==> config.mk <==
export PLATFORM = sky130hd
export DESIGN_NAME = pipe_hazard_ctrl_flat
export DESIGN_NICKNAME = d
export VERILOG_FILES = /design/src/rtl/pipe_pkg.sv /design/src/rtl/pipe_hazard_ctrl_if.sv /design/src/rtl/haz_load_use.sv /design/src/rtl/pipe_hazard_ctrl.sv /design/src/flat_wrapper.sv
export SDC_FILE = /design/constraint.sdc
export NUM_CORES = 1
export LEC_CHECK = 0
export BUFFER_PORTS_ARGS = -buffer_cell sky130_fd_sc_hd__clkbuf_2
export CORE_MARGIN = 10
export CORE_UTILIZATION = 46
export CTS_CLUSTER_DIAMETER = 150
export DETAILED_ROUTE_END_ITERATION = 8
export GPL_TIMING_DRIVEN = 0
export PLACE_DENSITY = 0.79
export SLEW_MARGIN = 20
export SYNTH_ARGS = -nofsm -noshare
export SYNTH_HDL_FRONTEND = slang
export SYNTH_SLANG_ARGS = --single-unit
==> constraint.sdc <==
create_clock -name clk -period 2.2 [get_ports clk]
set_input_delay 0.44 -clock clk [delete_from_list [all_inputs] [get_ports clk]]
set_output_delay 0.44 -clock clk [all_outputs]
set_load 0.1 [all_outputs]
==> src/rtl/pipe_pkg.sv <==
// Shared pipeline definitions: opcodes, sequencing-controller states, trap causes
// and the per-state control word for the hazard controller.
package pipe_pkg;

  typedef enum logic [5:0] {
    OP_RTYPE = 6'b000000,
    OP_BEQ   = 6'b000100,
    OP_BNE   = 6'b000101,
    OP_LW    = 6'b100011,
    OP_SW    = 6'b101011,
    OP_IN    = 6'b100100,
    OP_OUT   = 6'b101100,
    OP_HLT   = 6'b111111
  } opcode_e;

  typedef enum logic [2:0] {
    S_RUN     = 3'd0,
    S_BR_WAIT = 3'd1,
    S_IO_WAIT = 3'd2,
    S_HALT    = 3'd3,
    S_TRAP    = 3'd4
  } state_e;

  typedef enum logic [1:0] {
    CAUSE_NONE  = 2'b00,
    CAUSE_UNDEF = 2'b01,
    CAUSE_IO_TO = 2'b10
  } cause_e;

  typedef struct packed {
    logic pipe_stall;
    logic pc_write;
    logic ifid_write;
    logic ifid_flush;
    logic io_req;
    logic halted;
  } ctl_t;

  function automatic logic op_reads_rt(logic [5:0] op);
    return (op == OP_RTYPE) || (op == OP_BEQ) || (op == OP_BNE) ||
           (op == OP_SW) || (op == OP_OUT);
  endfunction

  // Control word a state presents; anything not listed is a full freeze.
  function automatic ctl_t ctl_for(state_e s, logic br_last, logic hlt_exit);
    ctl_t c;
    c = '{pipe_stall: 1'b1, pc_write: 1'b0, ifid_write: 1'b0,
          ifid_flush: 1'b0, io_req: 1'b0, halted: 1'b0};
    case (s)
      S_RUN: begin
        c.pipe_stall = 1'b0;
        c.pc_write   = 1'b1;
        c.ifid_write = 1'b1;
      end
      S_BR_WAIT: begin
        c.pipe_stall = 1'b0;
        c.pc_write   = br_last;
        c.ifid_write = 1'b1;
        c.ifid_flush = 1'b1;
      end
      S_IO_WAIT: c.io_req = 1'b1;
      S_HALT: begin
        if (hlt_exit) begin
          c.pipe_stall = 1'b0;
          c.pc_write   = 1'b1;
          c.ifid_write = 1'b1;
          c.ifid_flush = 1'b1;
        end else begin
          c.halted = 1'b1;
        end
      end
      default: ;
    endcase
    return c;
  endfunction

endpackage

==> src/rtl/pipe_hazard_ctrl_if.sv <==
// Signal bundle between the pipeline datapath (master) and the hazard controller (slave).
interface pipe_hazard_ctrl_if;
  logic [31:0] id_inst;
  logic        undef_inst;
  logic        ex_memr;
  logic [4:0]  ex_rt;
  logic        io_ack;
  logic        resume;
  logic        pipe_stall;
  logic        pc_write;
  logic        ifid_write;
  logic        ifid_flush;
  logic        io_req;
  logic        halted;
  logic        trap;
  logic [1:0]  trap_cause;

  modport master (
    output id_inst, undef_inst, ex_memr, ex_rt, io_ack, resume,
    input  pipe_stall, pc_write, ifid_write, ifid_flush, io_req, halted, trap, trap_cause
  );

  modport slave (
    input  id_inst, undef_inst, ex_memr, ex_rt, io_ack, resume,
    output pipe_stall, pc_write, ifid_write, ifid_flush, io_req, halted, trap, trap_cause
  );
endinterface

==> src/rtl/haz_load_use.sv <==
// Load-use detector: the load in EX writes a register the instruction in ID reads.
module haz_load_use
  import pipe_pkg::*;
(
  input  logic [15:0] id_hi_i,   // id_inst[31:16]: opcode, rs, rt
  input  logic        ex_memr_i,
  input  logic [4:0]  ex_rt_i,
  output logic        lu_o
);

  logic [5:0] opcode;
  logic [4:0] rs;
  logic [4:0] rt;

  assign opcode = id_hi_i[15:10];
  assign rs     = id_hi_i[9:5];
  assign rt     = id_hi_i[4:0];

  // $zero never carries a dependency, so a load into r0 is not a hazard.
  assign lu_o = ex_memr_i && (ex_rt_i != 5'd0) &&
                ((ex_rt_i == rs) || (op_reads_rt(opcode) && (ex_rt_i == rt)));

endmodule

==> src/rtl/pipe_hazard_ctrl.sv <==
// Pipeline sequencing controller: load-use bubbles, branch shadow flush, IN/OUT
// handshake, HLT/resume and undefined-opcode trap. Optional macro HAZ_IO_TIMEOUT_EN
// adds an I/O watchdog that traps after IO_TIMEOUT cycles in IO_WAIT.
//
// state     | meaning
// ----------+-----------------------------------------------------------
// RUN       | normal flow; load-use bubble applied combinationally
// BR_WAIT   | flushing the branch shadow; PC loads on the last cycle
// IO_WAIT   | frozen with io_req high until io_ack (or watchdog)
// HALT      | frozen after HLT; resume gives one flush+PC-load cycle
// TRAP      | frozen with sticky cause until reset
module pipe_hazard_ctrl
  import pipe_pkg::*;
#(
  parameter int BR_PENALTY = 2,
  parameter int IO_TIMEOUT = 255
) (
  input  logic               clk,
  input  logic               rst_n,
  pipe_hazard_ctrl_if.slave  bus
);

  state_e     state_q, state_d;
  logic [3:0] br_cnt_q, br_cnt_d;
  logic       io_done_q, io_done_d;
  logic       hlt_exit_q, hlt_exit_d;
  logic       trap_q, trap_d;
  cause_e     cause_q, cause_d;
  ctl_t       ctl_q, ctl_d;

  logic       lu;
  logic       lu_stall;
  logic       ifid_write;
  logic [5:0] opcode;
  logic       unused_inst_lo;

`ifdef HAZ_IO_TIMEOUT_EN
  logic [7:0] io_cnt_q, io_cnt_d;
`else
  logic [7:0] unused_io_timeout;
  assign unused_io_timeout = 8'(IO_TIMEOUT);
`endif

  assign opcode         = bus.id_inst[31:26];
  assign unused_inst_lo = ^bus.id_inst[15:0];

  haz_load_use u_lu (
    .id_hi_i   (bus.id_inst[31:16]),
    .ex_memr_i (bus.ex_memr),
    .ex_rt_i   (bus.ex_rt),
    .lu_o      (lu)
  );

  // An undefined opcode outranks the bubble: it traps rather than stalls.
  assign lu_stall   = (state_q == S_RUN) && lu && !bus.undef_inst;
  assign ifid_write = ctl_q.ifid_write && !lu_stall;

  always_comb begin
    state_d    = state_q;
    br_cnt_d   = br_cnt_q;
    io_done_d  = io_done_q;
    hlt_exit_d = hlt_exit_q;
    trap_d     = trap_q;
    cause_d    = cause_q;
`ifdef HAZ_IO_TIMEOUT_EN
    io_cnt_d   = io_cnt_q;
`endif
    case (state_q)
      S_RUN: begin
        if (bus.undef_inst) begin
          state_d = S_TRAP;
          trap_d  = 1'b1;
          cause_d = CAUSE_UNDEF;
        end else if (lu) begin
          state_d = S_RUN;
        end else if (opcode == OP_HLT) begin
          state_d    = S_HALT;
          hlt_exit_d = 1'b0;
        end else if ((opcode == OP_BEQ) || (opcode == OP_BNE)) begin
          state_d  = S_BR_WAIT;
          br_cnt_d = 4'(BR_PENALTY);
        end else if (((opcode == OP_IN) || (opcode == OP_OUT)) && !io_done_q) begin
          state_d = S_IO_WAIT;
`ifdef HAZ_IO_TIMEOUT_EN
          io_cnt_d = 8'd0;
`endif
        end
      end
      S_BR_WAIT: begin
        if (br_cnt_q == 4'd1) begin
          state_d  = S_RUN;
          br_cnt_d = 4'd0;
        end else begin
          br_cnt_d = br_cnt_q - 4'd1;
        end
      end
      S_IO_WAIT: begin
        if (bus.io_ack) begin
          state_d   = S_RUN;
          io_done_d = 1'b1;
`ifdef HAZ_IO_TIMEOUT_EN
          io_cnt_d  = 8'd0;
        end else if (io_cnt_q == 8'(IO_TIMEOUT - 1)) begin
          state_d  = S_TRAP;
          trap_d   = 1'b1;
          cause_d  = CAUSE_IO_TO;
          io_cnt_d = 8'd0;
        end else begin
          io_cnt_d = io_cnt_q + 8'd1;
`endif
        end
      end
      S_HALT: begin
        if (hlt_exit_q) begin
          state_d    = S_RUN;
          hlt_exit_d = 1'b0;
        end else if (bus.resume) begin
          hlt_exit_d = 1'b1;
        end
      end
      S_TRAP: state_d = S_TRAP;
      default: state_d = S_RUN;
    endcase
    // The completed IN/OUT is consumed once IF/ID moves on.
    if (ifid_write) io_done_d = 1'b0;
    ctl_d = ctl_for(state_d, br_cnt_d == 4'd1, hlt_exit_d);
  end

  always_ff @(posedge clk or negedge rst_n) begin
    if (!rst_n) begin
      state_q    <= S_RUN;
      br_cnt_q   <= 4'd0;
      io_done_q  <= 1'b0;
      hlt_exit_q <= 1'b0;
      trap_q     <= 1'b0;
      cause_q    <= CAUSE_NONE;
      ctl_q      <= ctl_for(S_RUN, 1'b0, 1'b0);
`ifdef HAZ_IO_TIMEOUT_EN
      io_cnt_q   <= 8'd0;
`endif
    end else begin
      state_q    <= state_d;
      br_cnt_q   <= br_cnt_d;
      io_done_q  <= io_done_d;
      hlt_exit_q <= hlt_exit_d;
      trap_q     <= trap_d;
      cause_q    <= cause_d;
      ctl_q      <= ctl_d;
`ifdef HAZ_IO_TIMEOUT_EN
      io_cnt_q   <= io_cnt_d;
`endif
    end
  end

  assign bus.pipe_stall = ctl_q.pipe_stall || lu_stall;
  assign bus.pc_write   = ctl_q.pc_write && !lu_stall;
  assign bus.ifid_write = ifid_write;
  assign bus.ifid_flush = ctl_q.ifid_flush;
  assign bus.io_req     = ctl_q.io_req;
  assign bus.halted     = ctl_q.halted;
  assign bus.trap       = trap_q;
  assign bus.trap_cause = cause_q;

endmodule

==> src/flat_wrapper.sv <==
// flat-port wrapper written by rule: the top's interface ports become plain ports
module pipe_hazard_ctrl_flat import pipe_pkg::*;
#(
  parameter int BR_PENALTY = 2,
  parameter int IO_TIMEOUT = 255
)
  (clk, rst_n, bus_id_inst, bus_undef_inst, bus_ex_memr, bus_ex_rt, bus_io_ack, bus_resume, bus_pipe_stall, bus_pc_write, bus_ifid_write, bus_ifid_flush, bus_io_req, bus_halted, bus_trap, bus_trap_cause);
  pipe_hazard_ctrl_if bus_i ();
  input  logic clk;
  input  logic rst_n;
  input wire logic [$bits(bus_i.id_inst)-1:0] bus_id_inst;
  input wire logic [$bits(bus_i.undef_inst)-1:0] bus_undef_inst;
  input wire logic [$bits(bus_i.ex_memr)-1:0] bus_ex_memr;
  input wire logic [$bits(bus_i.ex_rt)-1:0] bus_ex_rt;
  input wire logic [$bits(bus_i.io_ack)-1:0] bus_io_ack;
  input wire logic [$bits(bus_i.resume)-1:0] bus_resume;
  output wire logic [$bits(bus_i.pipe_stall)-1:0] bus_pipe_stall;
  output wire logic [$bits(bus_i.pc_write)-1:0] bus_pc_write;
  output wire logic [$bits(bus_i.ifid_write)-1:0] bus_ifid_write;
  output wire logic [$bits(bus_i.ifid_flush)-1:0] bus_ifid_flush;
  output wire logic [$bits(bus_i.io_req)-1:0] bus_io_req;
  output wire logic [$bits(bus_i.halted)-1:0] bus_halted;
  output wire logic [$bits(bus_i.trap)-1:0] bus_trap;
  output wire logic [$bits(bus_i.trap_cause)-1:0] bus_trap_cause;
  assign bus_i.id_inst = bus_id_inst;
  assign bus_i.undef_inst = bus_undef_inst;
  assign bus_i.ex_memr = bus_ex_memr;
  assign bus_i.ex_rt = bus_ex_rt;
  assign bus_i.io_ack = bus_io_ack;
  assign bus_i.resume = bus_resume;
  assign bus_pipe_stall = bus_i.pipe_stall;
  assign bus_pc_write = bus_i.pc_write;
  assign bus_ifid_write = bus_i.ifid_write;
  assign bus_ifid_flush = bus_i.ifid_flush;
  assign bus_io_req = bus_i.io_req;
  assign bus_halted = bus_i.halted;
  assign bus_trap = bus_i.trap;
  assign bus_trap_cause = bus_i.trap_cause;
  pipe_hazard_ctrl #(.BR_PENALTY(BR_PENALTY), .IO_TIMEOUT(IO_TIMEOUT)) u_core (.clk(clk), .rst_n(rst_n), .bus(bus_i));
endmodule
==> impl_metrics.csv <==
group,metric,value,unit
worst_setup_path,reg2regPathDepth,7,
synthesis,synth_common_cells,"dfrtp_1, nor2_1, inv_1, xor2_1",
synthesis,synthCells,116,
sta,setup_viol,5,
run,drv_cap,0,
detailed_routing,drt-pass1-iter-count,4,
run_status,violations,"setup timing",
synthesis,synth_cell_type_count,50,
worst_setup_path,r2r_setup_slack,0.01,ns
worst_setup_path,r2r-start,"u_core.state_q[1]$_DFF_PN0_",
detailed_routing,vias_per_cell,5.53,
global_route,met1_usage,13.3,%
die,fp-row-count,17,
placed_design,port_buffers,34,
die,die_w,69.0,um
die,die-area,4760,um^2
global_route,grt_overflow,0,
clock_network,cts_made_buffers,3,
placed_design,gp_congestion,0.929,
clock_network,cts_tree,"yes",
detailed_routing,drt_iter0_drc,36,
synthesis,ys_warn_count,0,
synthesis,synth-edff-count,0,
sta,rsz0062_at_grt,"true",
sta,fin_crit_sh,109,%
power_and_ir_drop,p_leak,0.734,nW
die,initial_core_util,48.9,%
worst_setup_path,cp.arrival,1.96,ns
worst_setup_path,end_kind,"output pin",
synthesis,syn_nets,161,
run_status,status,"finished, violations left",
power_and_ir_drop,finalPower,838,uW
clock_network,clockBufferDepth,2,
global_route,use_met2,20.5,%
clock_network,clock_latency,0.29,ns
clock_network,hold_buffers,0,
global_route,antenna_found_initial,0,
synthesis,syn_area,1100,um^2
detailed_routing,routed_wl,3000,um
sta,slew_viol_final,0,
worst_setup_path,path_class,"in -> out",
sta,worst_slack,-0.204,ns
clock_network,htree_levels,1,
placed_design,dpl.cell_count,178,
worst_setup_path,worst_ep_required_time,1.76,ns
sta,finalClockSkew,0.00344,ns
sta,hold_viol_final,0,
power_and_ir_drop,p_per_area,530,nW/um^2
worst_setup_path,cp_max_fo,5,
synthesis,ys.flop_type,"dfrtp_1",
clock_network,path_clk_slew,0.09,ns
synthesis,async_flop_share,100,%
final_layout,n_antenna_cell,0,
power_and_ir_drop,irDropWorstVdd,0.564,mV
placed_design,hpwl,2220,um
final_layout,layout.nets,205,
die,design.core.area,2250,um^2
global_route,grt_pass1_wl,4580,um
synthesis,yosysMostFrequentCell,"dfrtp_1",
global_route,grt_pass1_vias,1084,
global_route,grt_use_met3,3.70,%
final_layout,finalCoreUtilization,70.1,%
clock_network,clockRootBuffer,"clkbuf_4",
global_route,grtUsageTotal,12.1,%
synthesis,yosys.area.top_type_share,31.7,%
synthesis,ys_seq_area_share,36.5,%
detailed_routing,antenna_left,0,
worst_hold_path,hp-class,"in -> async",
global_route,grt_start_max_net_pins,17,
detailed_routing,drc,0,
detailed_routing,detailroute.via_count,1035,
final_layout,fin_cells,187,
worst_setup_path,r2r_end,"u_core.ctl_q[4]$_DFF_PN1_",
final_layout,drive_gt1_share,44.7,%
detailed_routing,wl_per_cell,16.0,um
sta,fin_crit,2.40,ns
worst_setup_path,crit_path_start_kind,"input pin",
die,die_h,69.0,um
global_route,grt_busiest_layer,"met2",
synthesis,yosysTopAreaCell,"dfrtp_1",
synthesis,synth_seq_cells,16,
clock_network,cts.sinks,16,
synthesis,synth.avg_cell_area,9.51,um^2
synthesis,synthTopCellsByArea,"dfrtp_1, dfstp_2, xor2_1",
sta,worst_pin_slew,0.547,ns
die,io_pins,52,
sta,max_freq,416,MHz
final_layout,area_growth_syn_to_layout,43.3,%
sta,maxSlewHeadroom,63.7,%
per-layer routing:
metal | routed length, um | share of wire [%]
met3 | 324 | 11
met1 | 1200 | 40
met4 | 48 | 1.6
met2 | 1420 | 47
met5 | 0 | 0
state kept, by name, summed over array words and instances (netlist names):
register	count
u_core.br_cnt_q	4
u_core.bus.halted	1
u_core.bus.ifid_flush	1
u_core.bus.io_req	1
u_core.bus.trap	1
u_core.ctl_q	3
u_core.hlt_exit_q	1
u_core.io_done_q	1
u_core.state_q	3
stage by stage:
step | setup WS (ns) | instance area [um^2] | TNS, ns | hold WS (ns)
2_1_floorplan | -0.171 | 1150 | -0.341 | 0.144
3_3_place_gp | -0.483 | 1350 | -2.18 | 0.375
3_5_place_dp | -0.526 | 1350 | -2.37 | 0.381
4_1_cts | -0.226 | 1520 | -0.580 | 0.0643
5_1_grt | -0.284 | 1580 | -1.09 | 0.0641
6_report | -0.204 | 1580 | -0.556 | 0.0479
report_power, final:
group / switching [mW] / internal [mW]
clock network: 0.0919 / 0.101
logic: 0.166 / 0.109
registers: 0.0413 / 0.329
critical path, cell delays in order:
cell	delay, ns
buf_2	0.15
nor4b_4	0.25
a21oi_1	0.07
a2111o_1	0.42
a21boi_4	0.28
a21o_4	0.17
clkbuf_16	0.19
final cells by class:
class,count,area (um^2)
Multi-Input combinational cell,90,748
Fill cell,160,673
Sequential cell,16,403
Timing Repair Buffer,39,307
Clock buffer,4,36.3
Tap cell,28,35.0
Buffer,3,26.3
Inverter,7,26.3
how the worst max path moves through the flow:
stage | start | to | slack, ns | cells after the start
finish | bus_id_inst[29] | bus_pipe_stall | -0.20 | 7
global placement | bus_id_inst[27] | bus_pipe_stall | -0.48 | 7
global route | bus_id_inst[31] | bus_pipe_stall | -0.28 | 8
detailed placement | bus_id_inst[27] | bus_pipe_stall | -0.53 | 7
CTS | bus_id_inst[31] | bus_pipe_stall | -0.23 | 7
floorplan | bus_ex_rt[1] | bus_ifid_write | -0.17 | 4
logic make-up (layout without fill, tap and decap cells):
family	after synthesis	in the layout	share of synthesized area, %
AOI/OAI and AO/OA	33	33	24.8
adders and majority gates	2	2	2.27
buffers and inverters	10	53	4.76
muxes	2	2	1.81
DFF	16	16	36.5
other	1	1	0.340
and+or+nand+nor	42	42	21.5
xor gates and xnor gates	10	10	7.94
timing repair:
action	CTS	global route
pin swaps	6	5
setup endpoints to repair	3	8
buffers inserted	4	1
resized for setup	15	13
cell usage in the layout, fill, tap and decap left out, types with 2 or more instances in the layout:
| cell type | n |
|---|---|
| nor4_1 | 2 |
| clkbuf_2 | 27 |
| a21oi_1 | 4 |
| nand2_1 | 5 |
| a21o_1 | 3 |
| or3_4 | 2 |
| mux2i_1 | 2 |
| o21ai_0 | 4 |
| nand3_1 | 4 |
| clkbuf_16 | 4 |
| a21boi_4 | 3 |
| ha_1 | 2 |
| dfstp_2 | 2 |
| nor2b_1 | 2 |
| clkbuf_4 | 4 |
| inv_1 | 6 |
| xor2_1 | 6 |
| buf_4 | 6 |
| nor3_1 | 3 |
| xnor2_2 | 2 |
| nor3b_1 | 2 |
| o22ai_1 | 2 |
| dfrtp_1 | 14 |
| clkbuf_8 | 2 |
| xnor2_1 | 2 |
| o21a_1 | 2 |
| nor2_1 | 8 |
(Power assumes the default switching activity.)
